==> config.mk <==
export PLATFORM = sky130hd
export DESIGN_NAME = mac_seq
export DESIGN_NICKNAME = d
export VERILOG_FILES = /design/src/rtl/mac_seq.sv
export SDC_FILE = /design/constraint.sdc
export NUM_CORES = 1
export LEC_CHECK = 0
export BUFFER_PORTS_ARGS = -buffer_cell sky130_fd_sc_hd__buf_2
export CAP_MARGIN = 15
export CELL_PAD_IN_SITES_DETAIL_PLACEMENT = 1
export CELL_PAD_IN_SITES_GLOBAL_PLACEMENT = 1
export CORE_ASPECT_RATIO = 0.9
export CORE_MARGIN = 1
export CORE_UTILIZATION = 32
export DETAILED_ROUTE_END_ITERATION = 10
export HOLD_SLACK_MARGIN = 0.08
export PLACE_DENSITY = 0.87
export SYNTH_ARGS = -nofsm -noshare
export SYNTH_HDL_FRONTEND = slang
export SYNTH_SLANG_ARGS = --single-unit
==> constraint.sdc <==
create_clock -name clk -period 1.94 [get_ports clk]
set_clock_uncertainty 0.15 [all_clocks]
set_input_delay 0.291 -clock clk [delete_from_list [all_inputs] [get_ports clk]]
set_output_delay 0.291 -clock clk [all_outputs]
set_load 0.03 [all_outputs]
==> src/rtl/mac_seq.sv <==
// MAC job sequencer: takes a job command, streams operand pairs into an external
// MAC as load/accumulate (and optional saturate) steps, then returns its result.
module mac_seq #(
    parameter int unsigned LEN_W = 8
) (
    input  logic             clk,
    input  logic             reset_n,
    input  logic             cmd_valid,
    output logic             cmd_ready,
    input  logic             cmd_mode,
    input  logic [LEN_W-1:0] cmd_len,
    input  logic             cmd_sat,
    input  logic             op_valid,
    output logic             op_ready,
    input  logic [15:0]      op_a,
    input  logic [15:0]      op_b,
    output logic [2:0]       mac_instruction,
    output logic [15:0]      mac_multiplier,
    output logic [15:0]      mac_multiplicand,
    output logic             mac_stall,
    input  logic [31:0]      mac_result,
    input  logic [7:0]       mac_protect,
    output logic             res_valid,
    input  logic             res_ready,
    output logic [31:0]      res_data,
    output logic [7:0]       res_guard,
    output logic             busy
);

    localparam int unsigned CNT_W = LEN_W + 1;
    localparam int unsigned DRN_W = 2;
    localparam logic [DRN_W-1:0] DRAIN_LAST = DRN_W'(2);

    localparam logic [1:0] OP_CLR = 2'b00;
    localparam logic [1:0] OP_LD  = 2'b01;
    localparam logic [1:0] OP_ACC = 2'b10;
    localparam logic [1:0] OP_SAT = 2'b11;

    typedef enum logic [2:0] {
        S_IDLE  = 3'd0,
        S_RUN   = 3'd1,
        S_SAT   = 3'd2,
        S_DRAIN = 3'd3,
        S_DONE  = 3'd4
    } state_t;

    state_t             state_q;
    state_t             state_d;
    logic               mode_q;
    logic               sat_q;
    logic               first_q;
    logic [CNT_W-1:0]   rem_q;
    logic [DRN_W-1:0]   drain_q;

    logic               cmd_hs;
    logic               op_hs;
    logic               last_pair;
    logic               drain_end;
    logic               res_hs;

    assign cmd_hs    = (state_q == S_IDLE) && cmd_valid;
    assign op_hs     = (state_q == S_RUN) && op_valid;
    assign last_pair = (rem_q == CNT_W'(1));
    assign drain_end = (state_q == S_DRAIN) && (drain_q == DRAIN_LAST);
    assign res_hs    = (state_q == S_DONE) && res_ready;

    // State register
    always_ff @(posedge clk or negedge reset_n) begin
        if (!reset_n) begin
            state_q <= S_IDLE;
        end else begin
            state_q <= state_d;
        end
    end

    // Next-state logic
    always_comb begin
        state_d = state_q;
        case (state_q)
            S_IDLE:  if (cmd_valid) state_d = S_RUN;
            S_RUN:   if (op_valid && last_pair) state_d = sat_q ? S_SAT : S_DRAIN;
            S_SAT:   state_d = S_DRAIN;
            S_DRAIN: if (drain_q == DRAIN_LAST) state_d = S_DONE;
            S_DONE:  if (res_ready) state_d = S_IDLE;
            default: state_d = S_IDLE;
        endcase
    end

    // Handshake flags and MAC drive; operands only pass through while running
    always_comb begin
        cmd_ready        = 1'b0;
        op_ready         = 1'b0;
        busy             = 1'b1;
        mac_stall        = 1'b0;
        mac_instruction  = {mode_q, OP_CLR};
        mac_multiplier   = 16'h0000;
        mac_multiplicand = 16'h0000;
        case (state_q)
            S_IDLE: begin
                cmd_ready = 1'b1;
                busy      = 1'b0;
            end
            S_RUN: begin
                op_ready         = 1'b1;
                mac_stall        = !op_valid;
                mac_instruction  = {mode_q, first_q ? OP_LD : OP_ACC};
                mac_multiplier   = op_a;
                mac_multiplicand = op_b;
            end
            S_SAT: begin
                mac_instruction = {mode_q, OP_SAT};
            end
            default: begin
            end
        endcase
    end

    // Job context: a zero length field stands for the full 2^LEN_W pairs
    always_ff @(posedge clk or negedge reset_n) begin
        if (!reset_n) begin
            mode_q  <= 1'b0;
            sat_q   <= 1'b0;
            first_q <= 1'b0;
            rem_q   <= '0;
        end else if (cmd_hs) begin
            mode_q  <= cmd_mode;
            sat_q   <= cmd_sat;
            first_q <= 1'b1;
            rem_q   <= (cmd_len == '0) ? {1'b1, {LEN_W{1'b0}}} : CNT_W'(cmd_len);
        end else if (op_hs) begin
            first_q <= 1'b0;
            rem_q   <= rem_q - CNT_W'(1);
        end
    end

    // Drain timer covers the MAC pipeline latency
    always_ff @(posedge clk or negedge reset_n) begin
        if (!reset_n) begin
            drain_q <= '0;
        end else if (state_q == S_DRAIN) begin
            drain_q <= drain_q + DRN_W'(1);
        end else begin
            drain_q <= '0;
        end
    end

    // Result capture and hold until acknowledged
    always_ff @(posedge clk or negedge reset_n) begin
        if (!reset_n) begin
            res_valid <= 1'b0;
            res_data  <= '0;
            res_guard <= '0;
        end else if (drain_end) begin
            res_valid <= 1'b1;
            res_data  <= mac_result;
            res_guard <= mac_protect;
        end else if (res_hs) begin
            res_valid <= 1'b0;
        end
    end

endmodule

==> summary.txt <==
Die
  • Die Wd: between 100 and 150 um
  • Io pins: 167
  • DIE HEIGHT: 90.86 um
  • FP Rows: 32
  • Core area: 0.008528 mm^2
  • Die area: roughly 0.009 mm^2
  • Initial core utilization: 32.92%

Global routing
  • Initial antenna violation count: 0
  • GRT overflow: 0
  • Vias in the first global route: between 3000 and 4000
  • Gr usage total: a little under a quarter
  • First-pass GRT wire length: 16350 um
  • Largest net degree at the start of global routing: around 60

Place
  • HPWL Detailed: just under 7000 um
  • Port Buffers: between 150 and 200
  • Cell total after placement: 527
  • Placed Area: between 0.003 and 0.004 mm^2
  • Placer's final routability congestion estimate: approximately 0.85

Setup path
  • CP max stage cell: dfrtp_2
  • CP max stage delay: between 0.4 and 0.5 ns
  • Delay-heaviest family, CP: flip-flops
  • CP arrival: 1.54 ns
  • Crit-path max FO: 17
  • Startpoint types: register
  • Crit-path cells: nor3b_4 > buf_6 > and2_2 > buf_6
  • Critical path class: register to output port
  • Critical Path Sink Type: output port
  • CP most frequent cell: buf_6
  • Crit path buffers/inverters: 2
  • Required @ worst endpoint: 1.50 ns

CTS
  • Worst skew pair latency: approximately 0.34 ns
  • Clock buffer depth: 2
  • H-Tree Depth: 3
  • TritonCTS Buffers: 9
  • Worst-path clk slew: 0.08 ns
  • CTS tree: built
  • CTS root buf: clkbuf_8
  • Clock sinks: between 50 and 60

Worst hold path
  • Hold WC Path Type: primary input to register

Synth
  • Post-synth cell types: 50
  • EDFF count, synth: 0
  • Syn nets: approximately 330
  • Syn Inst Count: 241
  • Syn. warnings: 0
  • Avg Inst Size Synth: 11.65 um^2
  • Synthesized area: 0.002808 mm^2
  • Prevailing post-synth register cell: dfrtp_1
  • Async set-reset flop share out of synthesis: 100.0%
  • Post-synthesis sequential area ratio: between 50% and 60%
  • Yosys reg bits: between 50 and 60

Drt
  • Routed WL per cell: ~18 um
  • Antenna Nets Post-Route: 0
  • DR vias/cell: ~4.8
  • Drt initial violations: 60
  • Via count: 2852
  • DRC Markers: 0
  • DRT Pass-1 Iters: 4
  • Drt total wl: about 11000 um

Timing
  • Worst setup margin: -0.03796 ns
  • Final hold vios: 0
  • Worst Tran Pin Value: 0.3435 ns
  • Fin crit period: 1.978 ns
  • Achievable Freq: 505.6 MHz
  • Slew margin rel.: around 77%
  • Finish-stage setup viols: 31
  • RSZ-0062 raised after global routing: true
  • Hold_ws: ~0.11 ns
  • Final period utilization: 102.0%
  • Slew Viols, Final: 0

Outcome
  • Outcome: finished with violations
  • Failing checks: setup timing

Power and ir drop
  • Total power: 0.009009 W
  • Maximum VDD drop: 0.8078 mV
  • P per Cell Area: 1812 mW/mm^2
  • LEAKAGE: ~2.4 nW

Layout
  • Share of cells above drive strength 1: approximately three fifths
  • Layout Utilization: between 50 and 60%
  • Design area: ~0.005 mm^2
  • # nets final: 564
  • Area delta synth->final: 77.05%
  • Diodes inserted: 0
  • Cell Count, Final, Fillers Out: ~600

Run
  • Max cap viols: 0
cell type report:
cell class                 instances  area, um^2
sequential                        58        1455
clock inverter                     6       88.84
fill                             946        3557
tap                              119       148.9
timing repair buffer             237        1767
clock buffer                      10       137.6
inverter                           7       26.28
multi-input combinational        161        1348
sequential cells by signal, summed over array words and instances (netlist names):
register   cells
res_data      32
rem_q          9
res_guard      8
state_q        3
drain_q        2
first_q        1
mode_q         1
res_valid      1
sat_q          1
cell families after synthesis:
family,Yosys count,share of synthesized area [%]
compound gates,31,8.111
xor+xnor,1,0.3120
fa+ha+maj,3,1.337
buf+inv,22,4.010
flops,58,51.69
mux,40,16.04
simple gates,86,18.49
synth_stat cells (all sizes together), types with 2 or more instances:
cell type | instances | area share (%)
o21ai | 6 | 1.2
nand2 | 20 | 2.8
nor4 | 2 | 0.45
mux2 | 40 | 16
a21o | 2 | 0.53
nor3 | 7 | 1.2
dfrtp | 58 | 52
or3 | 2 | 0.45
nand2b | 3 | 0.67
nand3 | 4 | 0.89
ha | 3 | 1.3
o41ai | 2 | 0.89
nor2 | 5 | 0.67
a31oi | 2 | 0.45
buf | 11 | 2.5
a21oi | 5 | 0.89
clkbuf | 4 | 0.53
and2 | 32 | 7.1
inv | 7 | 0.94
nor2b | 2 | 0.45
o31ai | 2 | 0.53
o22ai | 2 | 0.45
path summary, 6_finish.rpt:
kind	startpoint	to	slack (ns)	cells after the start
min in group asynchronous	reset_n	res_data[23]	0.33	3
max in group asynchronous	reset_n	rem_q[3]	1.01	3
setup reg to reg	state_q[1]	rem_q[4]	0.04	5
setup / recovery	state_q[2]	mac_multiplier[14]	-0.04	4
hold reg to reg	drain_q[0]	drain_q[0]	0.28	1
hold / removal	cmd_len[3]	rem_q[3]	0.11	3
tightest hold or removal path, delay by kind of cell:
family	cells	cell delay, ns
and+or+nand+nor	1	0.10
buffers and inverters	1	0.11
AOI/OAI and AO/OA	1	0.05
where the power goes:
group | switching [W] | internal, W
clock | 0.000520 | 0.000760
combinational | 0.00321 | 0.00236
sequential | 0.000363 | 0.00179
total | 0.00409 | 0.00492
timing repair:
action,4_1_cts,5_1_grt
setup endpoints to repair,36,43
hold buffers,48,0
hold endpoints to repair,105,0
pin swaps,2,4
gates resized for setup,70,44
setup buffers,7,1
cloned,1,0
layout by cell type (no fill, tap or decap), drive strengths merged, types with 2 or more instances in the layout:
| cell type | instances |
|---|---|
| clkinvlp | 2 |
| ha | 3 |
| nor4 | 2 |
| dlygate4sd3 | 48 |
| nor2b | 2 |
| nand2 | 20 |
| nor2 | 5 |
| bufinv | 2 |
| buf | 188 |
| nand3 | 4 |
| o21ai | 6 |
| o41ai | 2 |
| nor3 | 7 |
| inv | 8 |
| and2 | 32 |
| o31ai | 2 |
| a31oi | 2 |
| or3 | 2 |
| mux2 | 40 |
| nand2b | 3 |
| dfrtp | 58 |
| a21o | 2 |
| clkbuf | 11 |
| o22ai | 2 |
| a21oi | 5 |
metal layers:
layer / part of all wire (%) / wire [um] / global-route usage (%) / up-vias
met5: 0 / 0 / 0 / -
met4: 2.9 / 302 / 8.696 / 0
met3: 5.1 / 533 / 6.269 / 25
met2: 56 / 5876 / 44.81 / 97
met1: 36 / 3801 / 24.21 / 1421
li1: - / - / - / 1309
per-stage QoR:
stage / TNS (ns) / setup WS (ns)
2_1_floorplan: 0 / 0.02611
3_3_place_gp: 0 / 0.1918
3_5_place_dp: 0 / 0.1321
4_1_cts: -1.628 / -0.07140
5_1_grt: -2.537 / -0.09342
6_report: -0.4377 / -0.03796
(Power assumes the default switching activity.)
